## config.mk

```make
export PLATFORM = sky130hd
export DESIGN_NAME = bridge_gate_driver_flat
export DESIGN_NICKNAME = d
export VERILOG_FILES = /design/src/rtl/bridge_gate_driver_pkg.sv /design/src/rtl/bridge_gate_driver_if.sv /design/src/rtl/bridge_gate_driver_dead_time_gen.sv /design/src/rtl/bridge_gate_driver.sv /design/src/flat_wrapper.sv
export SDC_FILE = /design/constraint.sdc
export NUM_CORES = 1
export LEC_CHECK = 0
export CORE_ASPECT_RATIO = 0.6
export CORE_MARGIN = 5
export CORE_UTILIZATION = 30
export CTS_CLUSTER_DIAMETER = 80
export DETAILED_ROUTE_END_ITERATION = 10
export MAX_ROUTING_LAYER = met4
export PLACE_DENSITY_LB_ADDON = 0.1
export SLEW_MARGIN = 20
export SYNTH_ARGS = -nofsm -noshare
export SYNTH_HDL_FRONTEND = slang
export SYNTH_HIERARCHICAL = 1
export SYNTH_SLANG_ARGS = --single-unit
```

## constraint.sdc

```tcl
create_clock -name clk -period 2.8 [get_ports clk]
set_input_delay 0.56 -clock clk [delete_from_list [all_inputs] [get_ports clk]]
set_output_delay 0.56 -clock clk [all_outputs]
set_load 0.1 [all_outputs]
```

## src/rtl/bridge_gate_driver_pkg.sv

```systemverilog
// Shared types and parameter derivations for the full-bridge gate driver.
package drv_pkg;

  typedef enum logic [2:0] {IDLE, ARM, RUN, STOP, FAULT} drv_state_t;

  function automatic int calc_max_on_cnt(input int clk_mhz, input int max_on_us);
    return clk_mhz * max_on_us;
  endfunction

  function automatic int calc_stop_cnt(input int clk_mhz, input int timeout_us);
    return clk_mhz * timeout_us;
  endfunction

  function automatic int calc_cnt_w(input int max_val);
    return (max_val < 1) ? 1 : $clog2(max_val + 1);
  endfunction

endpackage

```

## src/rtl/bridge_gate_driver_if.sv

```systemverilog
// Phase/enable/trip inputs and gate/status outputs of the bridge gate driver.
interface bridge_gate_driver_if;
  logic sig;
  logic intr;
  logic ocd;
  logic gate_a;
  logic gate_b;
  logic active;
  logic fault;

  modport master (output sig, intr, ocd, input gate_a, gate_b, active, fault);
  modport slave  (input sig, intr, ocd, output gate_a, gate_b, active, fault);
endinterface

```

## src/rtl/bridge_gate_driver_dead_time_gen.sv

```systemverilog
// Non-overlapping gate pair with dead time after every strobe.
// strobe clears both gates and restarts the window; en low holds the gates.
module dead_time_gen
  import drv_pkg::*;
#(
  parameter int DEAD_CYCLES = 10
) (
  input  logic clk,
  input  logic rst_n,
  input  logic strobe,
  input  logic phase,
  input  logic en,
  output logic gate_a,
  output logic gate_b
);

  localparam int DW = calc_cnt_w(DEAD_CYCLES);
  localparam logic [DW-1:0] DEAD_LOAD = DW'(DEAD_CYCLES);

  logic [DW-1:0] dead_cnt;
  logic          phase_q;

  always_ff @(posedge clk or negedge rst_n) begin
    if (!rst_n) begin
      dead_cnt <= '0;
      phase_q  <= 1'b0;
      gate_a   <= 1'b0;
      gate_b   <= 1'b0;
    end else if (strobe) begin
      dead_cnt <= DEAD_LOAD;
      phase_q  <= phase;
      gate_a   <= 1'b0;
      gate_b   <= 1'b0;
    end else begin
      if (dead_cnt != '0) dead_cnt <= dead_cnt - 1'b1;
      if (en && (dead_cnt == '0)) begin
        gate_a <= phase_q;
        gate_b <= !phase_q;
      end
    end
  end

  a_no_overlap: assert property (@(posedge clk) disable iff (!rst_n) !(gate_a && gate_b));

endmodule

```

## src/rtl/bridge_gate_driver.sv

```systemverilog
// Burst sequencer for the full bridge: arms on intr, switches only on sig edges,
// caps burst length and latches over-current trips.
//   state | meaning
//   IDLE  | gates low, waiting for intr (and intr low after a max-on abort)
//   ARM   | gates low, waiting for the first sig edge
//   RUN   | gates follow phase with dead time at each edge
//   STOP  | gates hold until the closing edge or stop timeout
//   FAULT | gates low, fault set until intr drops
module bridge_gate_driver
  import drv_pkg::*;
#(
  parameter int CLK_MHZ         = 100,
  parameter int DEAD_CYCLES     = 10,
  parameter int MAX_ON_US       = 200,
  parameter int STOP_TIMEOUT_US = 4
) (
  input logic clk,
  input logic rst_n,
  bridge_gate_driver_if.slave bus
);

  localparam int MAX_ON_CNT = calc_max_on_cnt(CLK_MHZ, MAX_ON_US);
  localparam int STOP_CNT   = calc_stop_cnt(CLK_MHZ, STOP_TIMEOUT_US);
  localparam int ON_W       = calc_cnt_w(MAX_ON_CNT);
  localparam int STOP_W     = calc_cnt_w(STOP_CNT);
  localparam logic [ON_W-1:0]   ON_SAT    = ON_W'(MAX_ON_CNT);
  localparam logic [ON_W-1:0]   ON_LAST   = ON_W'(MAX_ON_CNT - 1);
  localparam logic [STOP_W-1:0] STOP_SAT  = STOP_W'(STOP_CNT);
  localparam logic [STOP_W-1:0] STOP_LAST = STOP_W'(STOP_CNT - 1);

  drv_state_t        state, state_d;
  logic              sig_q, intr_q, ocd_q;
  logic              sig_edge;
  logic [ON_W-1:0]   on_cnt;
  logic [STOP_W-1:0] stop_cnt;
  logic              need_low;
  logic              max_abort;
  logic              active_q, fault_q;
  logic              kill, gate_en;

  assign sig_edge = bus.sig ^ sig_q;

  always_ff @(posedge clk or negedge rst_n) begin
    if (!rst_n) begin
      sig_q  <= 1'b0;
      intr_q <= 1'b0;
      ocd_q  <= 1'b0;
    end else begin
      sig_q  <= bus.sig;
      intr_q <= bus.intr;
      ocd_q  <= bus.ocd;
    end
  end

  always_ff @(posedge clk or negedge rst_n) begin
    if (!rst_n) state <= IDLE;
    else        state <= state_d;
  end

  always_comb begin
    state_d   = state;
    max_abort = 1'b0;
    if (ocd_q) begin
      state_d = FAULT;
    end else begin
      case (state)
        IDLE:  if (intr_q && !need_low) state_d = ARM;
        ARM: begin
          if (!intr_q)       state_d = IDLE;
          else if (sig_edge) state_d = RUN;
        end
        RUN: begin
          // A stop request coinciding with an edge is its own closing edge.
          if (!intr_q || (on_cnt == ON_LAST)) begin
            max_abort = (on_cnt == ON_LAST);
            state_d   = sig_edge ? IDLE : STOP;
          end
        end
        STOP:  if (sig_edge || (stop_cnt == STOP_LAST)) state_d = IDLE;
        FAULT: if (!intr_q) state_d = IDLE;
        default: state_d = IDLE;
      endcase
    end
  end

  always_ff @(posedge clk or negedge rst_n) begin
    if (!rst_n) begin
      on_cnt   <= '0;
      stop_cnt <= '0;
      need_low <= 1'b0;
      active_q <= 1'b0;
      fault_q  <= 1'b0;
    end else begin
      if ((state_d == ARM) && (state != ARM))           on_cnt <= '0;
      else if ((state == RUN) && (on_cnt != ON_SAT))    on_cnt <= on_cnt + 1'b1;

      if ((state_d == STOP) && (state != STOP))         stop_cnt <= '0;
      else if ((state == STOP) && (stop_cnt != STOP_SAT)) stop_cnt <= stop_cnt + 1'b1;

      if (!intr_q)        need_low <= 1'b0;
      else if (max_abort) need_low <= 1'b1;

      active_q <= (state_d == ARM) || (state_d == RUN) || (state_d == STOP);
      fault_q  <= (state_d == FAULT);
    end
  end

  // Any state without a live half-cycle forces the gates low via the strobe.
  assign kill    = (state_d != RUN) && (state_d != STOP);
  assign gate_en = (state_d == RUN);

  dead_time_gen #(
    .DEAD_CYCLES(DEAD_CYCLES)
  ) u_dead (
    .clk    (clk),
    .rst_n  (rst_n),
    .strobe (sig_edge | kill),
    .phase  (bus.sig),
    .en     (gate_en),
    .gate_a (bus.gate_a),
    .gate_b (bus.gate_b)
  );

  assign bus.active = active_q;
  assign bus.fault  = fault_q;

endmodule
```

## src/flat_wrapper.sv

```systemverilog
// flat-port wrapper written by rule: the top's interface ports become plain ports
module bridge_gate_driver_flat import drv_pkg::*;
#(
  parameter int CLK_MHZ         = 100,
  parameter int DEAD_CYCLES     = 10,
  parameter int MAX_ON_US       = 200,
  parameter int STOP_TIMEOUT_US = 4
)
  (clk, rst_n, bus_sig, bus_intr, bus_ocd, bus_gate_a, bus_gate_b, bus_active, bus_fault);
  bridge_gate_driver_if bus_i ();
  input logic clk;
  input logic rst_n;
  input wire logic [$bits(bus_i.sig)-1:0] bus_sig;
  input wire logic [$bits(bus_i.intr)-1:0] bus_intr;
  input wire logic [$bits(bus_i.ocd)-1:0] bus_ocd;
  output wire logic [$bits(bus_i.gate_a)-1:0] bus_gate_a;
  output wire logic [$bits(bus_i.gate_b)-1:0] bus_gate_b;
  output wire logic [$bits(bus_i.active)-1:0] bus_active;
  output wire logic [$bits(bus_i.fault)-1:0] bus_fault;
  assign bus_i.sig = bus_sig;
  assign bus_i.intr = bus_intr;
  assign bus_i.ocd = bus_ocd;
  assign bus_gate_a = bus_i.gate_a;
  assign bus_gate_b = bus_i.gate_b;
  assign bus_active = bus_i.active;
  assign bus_fault = bus_i.fault;
  bridge_gate_driver #(.CLK_MHZ(CLK_MHZ), .DEAD_CYCLES(DEAD_CYCLES), .MAX_ON_US(MAX_ON_US), .STOP_TIMEOUT_US(STOP_TIMEOUT_US)) u_core (.clk(clk), .rst_n(rst_n), .bus(bus_i));
endmodule
```

# Yosys cells after proc, flatten, opt, wreduce, memory -nomap -nowiden
# Cells that the tools add are included.
# totals
input_bits	5
reg_bits	40
wordCells	80
output_inout_bits	4
# op_classes
add_sub_neg	3
n_bitwise	2
n_eq_ne	17
muxes	24
n_reduce_logical	21
# op_table
operator	n
15-bit two-way mux	2
3-bit two-way mux	7
9-bit two-way mux	2
15-bit by 1-bit adder with 15-bit output (second input constant)	1
15-bit == test (second input constant)	1
15-bit inequality test (second input constant)	1
3-bit one-hot mux with 5 select lines	1
3-bit by 2-bit == test with 1-bit output (second input constant)	4
9-bit by 1-bit adder with 9-bit output (second input constant)	1
9-bit == test (second input constant)	1
1-bit two-way mux	9
3-bit by 2-bit inequality test with 1-bit output (second input constant)	3
9-bit inequality test (second input constant)	1
4-bit two-way mux	2
2-bit nonzero test	4
1-bit logical AND	7
3-bit by 1-bit == test with 1-bit output (second input constant)	2
3-bit == test (second input constant)	2
4-bit zero test	1
1-bit logical OR	4
4-bit nonzero test	1
4-bit by 1-bit subtractor with 4-bit output (second input constant)	1
1-bit zero test	3
3-bit zero test	1
5 further kinds	5

# Longest topological paths before layout
# Gate-level depths: netlist (run 1).
# logic_depth
depth_word	9
depth_mapped	10

# Hierarchy
# Netlist (run 1), hierarchy kept.
# modules_own_cells
module	n_inst	area_each_um2	cells_per_inst	seq_area_each_um2
bridge_gate_driver	1	1821.7	188	825.8
dead_time_gen	1	377.9	34	175.2

# Least setup slack after synthesis (run 1)
# No wires, ideal clock.
# synth_path
path_kind	register to register
start	register u_core.on_cnt[1]
end	register u_core.u_dead.gate_b
required_ns	2.675
arrival_time_ns	2.449
path_stages_with_launch	11
setup_slack_ns	0.226
path_buffers	1
path_cell_list	dfrtp_1 -> ha_1 -> or4b_4 -> nor4_4 -> o22ai_1 -> o21ai_0 -> inv_1 -> nand2_1 -> clkbuf_1 -> nor2b_1 -> mux2_4
# synth_between
elab_chain_len	9
# synth_rtl
item	line_no	source
start, declared	bridge_gate_driver.sv:34	logic [ON_W-1:0] on_cnt;
start signal, assigned	bridge_gate_driver.sv:95	else if ((state == RUN) && (on_cnt != ON_SAT)) on_cnt <= on_cnt + 1'b1;
15-bit == test *	bridge_gate_driver.sv:74	if (!intr_q || (on_cnt == ON_LAST)) begin
1-bit logical OR *	bridge_gate_driver.sv:74	
3-bit two-way mux *	bridge_gate_driver.sv:74	
3-bit one-hot mux with 5 select lines *	bridge_gate_driver.sv:66	case (state)
3-bit two-way mux *	bridge_gate_driver.sv:63	if (ocd_q) begin
via u_core.state_d[1]	bridge_gate_driver.sv:31	drv_state_t state, state_d;
3-bit by 2-bit inequality test with 1-bit output	bridge_gate_driver.sv:109	assign kill = (state_d != RUN) && (state_d != STOP);
1-bit logical AND	bridge_gate_driver.sv:109	
1-bit bitwise OR	bridge_gate_driver.sv:117	.strobe (sig_edge | kill),
1-bit two-way mux or 2-bit nonzero test (tied branches)	n/a	
end signal, assigned	bridge_gate_driver_dead_time_gen.sv:38	gate_b <= !phase_q;
end, declared	bridge_gate_driver_dead_time_gen.sv:14	output logic gate_b
# Mark *: on every way through the listed nets, which the timed path passes. The rest lies on a longest branch.
# A chain may end at the register's enable or synchronous reset.

# Worst setup path in the final report (run 1)
# layout_path
start	register u_core.on_cnt[1]
end	register u_core.u_dead.gate_b
# layout_rtl
item	line_no	source
15-bit == test	bridge_gate_driver.sv:74	
1-bit logical OR	bridge_gate_driver.sv:74	
3-bit two-way mux	bridge_gate_driver.sv:74	
3-bit one-hot mux with 5 select lines	bridge_gate_driver.sv:66	
3-bit two-way mux	bridge_gate_driver.sv:63	
via u_core.state_d[1]	bridge_gate_driver.sv:31	
3-bit by 2-bit == test with 1-bit output	bridge_gate_driver.sv:110	assign gate_en = (state_d == RUN);
via u_core.gate_en	bridge_gate_driver.sv:39	logic kill, gate_en;
1-bit logical AND	bridge_gate_driver_dead_time_gen.sv:36	if (en && (dead_cnt == '0)) begin
2-bit nonzero test (no source line)	n/a	
# The timed path passes the listed nets, and every way through them passes these cells.

==> impl_metrics.toml, run 1 <==
[sta]
worstMarginPinSlew_ps = 947
relSlewSlack_pct = 36.9
max_freq_mhz = 385
timing.setup.tns_ps = 0
timing.final.crit_share_pct = 92.8
hold_violations = 0
finalCriticalPeriod_ps = 2600
slew_violations = 0
setup_viol = 0
rsz0062_at_grt = "false"
skew_ps = 3.20

[grt]
grt_start_max_net_pins = 41
antenna_found_initial = 0
grt.overflow.total = 0
grt_pass1_vias = 1487
grt_util_all_layers_pct = 11.4
grt_pass1_wl_mm = 8.04

[clock_network]
cts-root-buf = "clkbuf_16"
postCtsSetupBuffers = 0
clk_pin_slew_ps = 60
cts_buffer_depth = 2
cts_tree = "built"
clk_latency_ps = 280
cts_htree_levels = 2
cts_num_sinks = 40
cts_inserted_buffers = 5

[drt]
final_antenna_net_count = 0
drt_iter0_markers = 98
drcViolationCount = 0
wire_per_inst_um = 13.9
vias = 1571
viasPerCell = 4.72
wl_mm = 4.64
firstDrtPassIters = 4

[run_status]
outcome = "complete, no violations"

[setup_path]
crit_arrival_ps = 2770
path_cells = "ha_1 > or4b_4 > nor4_4 > o22ai_1 > o21ai_0 > inv_1 > o2111a_1 > and4bb_4 > mux2_4"
cp_max_fo = 5
critPathSlowestCell = "or4b_4"
rrSetupSlack_ps = 200
timing.rr.end = "u_core/u_dead/gate_b"
end_kind = "flop"
required_ps = 2970
startpoint = "u_core/on_cnt[1]"
critPathMaxStageDelay_ps = 480
r2r_start = "u_core/on_cnt[1]"
cp-start-kind = "flop"
crit_path_end = "u_core/u_dead/gate_b"
path_class = "flop to flop"
worstRegToRegCells = 9

[synthesis]
synthCells = 222
syn_area_per_cell_sq_um = 9.91
synth-main-ff-cell = "dfrtp_1"
seq_area_frac_synth_pct = 45.5
yosys_warnings = 6
netlist_area_sq_mm = 0.00220
yosys_register_bits = 40
synthesis.nets = 233
async_flop_share_pct = 100
ys_types = 50
synth-edff-count = 0

[job]
max_cap_violations = 0

[cells_and_area]
drive_above_1_share_pct = 15.7
multi_input_area_sq_mm = 0.00112
regArea_sq_mm = 0.00100
nNetsFinal = 252
n_fill_cell = 726
n_antenna_cell = 0
fin_cells = 333
final_cell_mix = "dfrtp_1, nor2_1, nand2_1, xnor2_1, inv_1"
area_growth_pct = 16.9
layout_commonest_cell = "dfrtp_1"

[power]
ir_drop_v = 0.000205
p_per_area_mw_per_mm2 = 510
leakage_nw = 1.07

[place]
dp_hpwl_mm = 3.33
port_buffers = 8
placedCellCount = 325
gp_congestion = 0.848

[hold_path]
hold_path_class = "primary input to async pin"

[die]
pin_count = 9
core_area_sq_mm = 0.00721
die_h_um = 76.3
rows = 24
die-area_sq_mm = 0.00920
start_util_pct = 30.5
die_w_um = 121
-- final cells by class --
type                       count  area share (%)
multi-input combinational    164            43.4
sequential                    40            38.9
clock buffer                   8            5.69
timing repair buffer          17            5.64
tap                           91            4.43
inverter                      13            1.90
-- power by group --
group / leakage (nW) / switching [mW] / internal [mW] / total, mW
combinational: 0.516 / 0.0661 / 0.0417 / 0.108
sequential: 0.486 / 0.0295 / 0.602 / 0.632
clock: 0.0712 / 0.217 / 0.355 / 0.572
total: 1.07 / 0.313 / 0.999 / 1.31
-- metal layers --
layer	track usage, %	vias to the layer above	part of all wire, %
met5	-	-	0
met3	4.60	6	5.2
li1	-	801	-
met2	12.2	27	33
met1	18.8	737	61
met4	2.04	0	0.71
-- state kept, by name, indices dropped and copies added, names as in the netlist --
register	count
u_core/u_dead/gate_b	1
u_core/u_dead/phase_q	1
u_core/stop_cnt	9
u_core/intr_q	1
u_core/u_dead/dead_cnt	4
u_core/bus.fault	1
u_core/need_low	1
u_core/state	3
u_core/ocd_q	1
u_core/u_dead/gate_a	1
u_core/on_cnt	15
u_core/bus.active	1
u_core/sig_q	1
-- worst max-delay path: cells and delay by family, from the launching register on --
| family | cells | cell delay, ps |
|---|---|---|
| compound gates | 3 | 530 |
| fa+ha+maj | 1 | 200 |
| buf+inv | 1 | 120 |
| flops | 1 | 400 |
| mux | 1 | 290 |
| simple gates | 3 | 940 |
-- cells by family (layout without fill, tap and decap cells) --
group	Yosys count	after routing	share of synthesized area [%]
AO/OA/AOI/OAI	27	27	8.93
flip-flops	40	40	45.5
XOR/XNOR	22	22	8.76
AND/OR/NAND/NOR	104	104	27.0
multiplexers	5	5	2.56
adder cells (fa/ha/maj)	6	6	3.41
buffers and inverters	18	38	3.87
-- repair_timing --
action	4_1_cts	5_1_grt
endpoints found under the setup margin	0	1
gates resized for setup	0	1
hold buffers	0	0
-- metrics by stage --
stage / setup WS, ps / hold slack, ps / power [mW] / utilization, % / instance area [sq um]
2_1_floorplan: 226 / 264 / 0.705 / - / 2200
3_5_place_dp: -47.2 / 495 / 0.750 / 33.6 / 2420
4_1_cts: 197 / 462 / 1.34 / 35.6 / 2570
6_report: 201 / 432 / 1.31 / 35.7 / 2570
5_1_grt: 11.1 / 518 / 1.38 / 35.7 / 2570
3_3_place_gp: 52.9 / 496 / 0.752 / 33.6 / 2420
-- Yosys cell counts (2+ instances only) --
| master | number | share of area (%) |
|---|---|---|
| nand3_1 | 4 | 0.91 |
| nor2_2 | 2 | 0.57 |
| xor2_1 | 6 | 2.4 |
| nor4_1 | 2 | 0.57 |
| nor2_1 | 31 | 5.3 |
| nor2b_1 | 5 | 1.4 |
| dfrtp_1 | 40 | 46 |
| clkbuf_1 | 3 | 0.51 |
| o21ai_0 | 4 | 0.91 |
| and3_1 | 2 | 0.57 |
| nand2_1 | 20 | 3.4 |
| a21oi_1 | 9 | 2.0 |
| o21a_1 | 2 | 0.68 |
| nand4b_1 | 2 | 0.80 |
| or3_1 | 2 | 0.57 |
| nand3b_1 | 2 | 0.68 |
| mux2i_1 | 3 | 1.4 |
| inv_1 | 13 | 2.2 |
| ha_1 | 6 | 3.4 |
| or2b_2 | 2 | 0.80 |
| nand4_1 | 5 | 1.4 |
| nand2b_1 | 4 | 1.1 |
| xnor2_1 | 16 | 6.4 |
| nor3_1 | 7 | 1.6 |
| nor3b_2 | 2 | 1.1 |
| a211o_1 | 4 | 1.6 |
-- how the worst min path moves through the flow --
stage                   endpoint       startpoint
2_1_floorplan  u_core/bus.active            rst_n
3_3_place_gp     u_core/need_low  u_core/need_low
3_5_place_dp     u_core/need_low  u_core/need_low
4_1_cts         u_core/on_cnt[5]            rst_n
5_1_grt            u_core/intr_q            rst_n
6_report        u_core/on_cnt[5]            rst_n
No activity file was read; power rests on OpenSTA's default activity.
==> inputs of run 2 (changes only) <==
--- a/config.mk
+++ b/config.mk
@@ -5,8 +5,7 @@
 export SDC_FILE = /design/constraint.sdc
 export NUM_CORES = 1
 export LEC_CHECK = 0
-export CORE_ASPECT_RATIO = 0.6
-export CORE_MARGIN = 5
+export CORE_ASPECT_RATIO = 1.2
 export CORE_UTILIZATION = 30
 export CTS_CLUSTER_DIAMETER = 80
 export DETAILED_ROUTE_END_ITERATION = 10
==> run 2 against run 1 <==
Compared with the run above: sequential power is essentially flat; die area shrank 17%; clock power shrank 30%; cell count shrank 1.5%; register-to-register slack gained 20 ps; total power shrank 14%; routed wire length shrank 4.5%; worst hold slack lost 31 ps; largest cell class unchanged.
==> impl_metrics.toml, run 2 (same netlist as run 1, synthesis figures left out) <==
[drt]
firstDrtPassIters = 4
vias = 1599
drcViolationCount = 0
drt_iter0_markers = 16
wl_mm = 4.43
wire_per_inst_um = 13.5
viasPerCell = 4.88
final_antenna_net_count = 0

[clock_network]
clk_pin_slew_ps = 80
cts_htree_levels = 2
cts_buffer_depth = 2
cts_num_sinks = 40
clk_latency_ps = 290
hold_buffers = 0
postCtsSetupBuffers = 0
cts-root-buf = "clkbuf_8"
cts_inserted_buffers = 5
cts_resized = 0
cts_tree = "built"

[setup_path]
required_ps = 2980
worstRegToRegCells = 9
critPathSlowestCell = "or4b_4"
cp-start-kind = "flop"
path_class = "flop to flop"
critPathMaxStageDelay_ps = 490
cp_max_fo = 4
critPathTopFamily = "simple AND/OR/NAND/NOR gates"
critPathBufInv = 1
path_depth = 9
path_cells = "ha_1 > or4b_4 > nor4_4 > o22ai_1 > o21ai_1 > inv_1 > o2111a_1 > and4bb_4 > mux2_4"
end_kind = "flop"
rrSetupSlack_ps = 220
crit_arrival_ps = 2760

[run_status]
outcome = "complete, no violations"

[sta]
finalCriticalPeriod_ps = 2580
max_freq_mhz = 388
rsz0062_at_grt = "false"
timing.final.crit_share_pct = 92.1
worstMarginPinSlew_ps = 911
slew_violations = 0
skew_ps = 3.74
timing.setup.tns_ps = 0
relSlewSlack_pct = 39.3
fin_ws_ps = 221
hold_violations = 0
setup_viol = 0

[place]
pre_cts_ws_ps = 51.1
gp_congestion = 0.839
dpl-instance-area_sq_mm = 0.00241
dp_hpwl_mm = 3.22
port_buffers = 8

[power]
ir_drop_v = 0.000149
leakage_nw = 1.05
p_per_area_mw_per_mm2 = 453
power_mw = 1.13

[die]
die_w_um = 80.2
pin_count = 9
die-area_sq_mm = 0.00768
start_util_pct = 31.5
die_h_um = 95.8
rows = 33
core_area_sq_mm = 0.00698

[grt]
grt_pass1_wl_mm = 7.82
grt_util_all_layers_pct = 13.8
use_met2_pct = 24.9
grt.overflow.total = 0
use_met3_pct = 3.03
busiest_layer = "met2"
antenna_found_initial = 0
grt_start_max_net_pins = 41
grt_pass1_vias = 1666
grt_use_met1_pct = 14.4

[cells_and_area]
finalInstanceArea_sq_mm = 0.00250
final_cell_mix = "dfrtp_1, nor2_1, nand2_1, xnor2_1, inv_1"
n_antenna_cell = 0
drive_above_1_share_pct = 16.2
area_growth_pct = 13.9
layout_commonest_cell = "dfrtp_1"
top_regs = "u_core/on_cnt: 15 flops, u_core/stop_cnt: 9 flops, u_core/u_dead/dead_cnt: 4 flops"
nNetsFinal = 251
largest_reg_flops = 15
regMostFlops = "u_core/on_cnt"

[job]
max_cap_violations = 0

[hold_path]
hold_path_class = "primary input to async pin"
## run 2: through the flow
step,hold slack [ps],util (%),cells
floorplan,264,-,222
global placement,496,34.5,320
detailed placement,491,34.5,320
CTS,444,35.9,328
global route,490,35.9,328
finish,401,35.9,328
## run 2: worst paths after layout
kind | start | to
worst max register to register | u_core/on_cnt[0] | u_core/u_dead/gate_b
worst min-delay path | rst_n | u_core/on_cnt[5]
max in group asynchronous | rst_n | u_core/stop_cnt[5]
worst max-delay path | u_core/on_cnt[0] | u_core/u_dead/gate_b
min in group clk | u_core/u_dead/phase_q | u_core/u_dead/phase_q
worst min register to register | u_core/u_dead/phase_q | u_core/u_dead/phase_q
## run 2: report_power, final
group	leakage (nW)	switching [mW]	internal (mW)
clock	0.0510	0.202	0.197
sequential	0.486	0.0290	0.601
combinational	0.510	0.0630	0.0416
total	1.05	0.294	0.839
## run 2: cell type report
type / count / area [sq um]
sequential: 40 / 1000
inverter: 13 / 48.8
tap: 87 / 109
multi-input combinational: 164 / 1120
clock buffer: 6 / 82.6
clock inverter: 2 / 10.0
fill: 684 / 4470
timing repair buffer: 16 / 138
## run 2: layer usage
layer | wire, um | vias to the layer above
li1 | - | 796
met1 | 1920 | 778
met2 | 2300 | 15
met3 | 100 | 10
met4 | 105 | 0
met5 | 0 | -
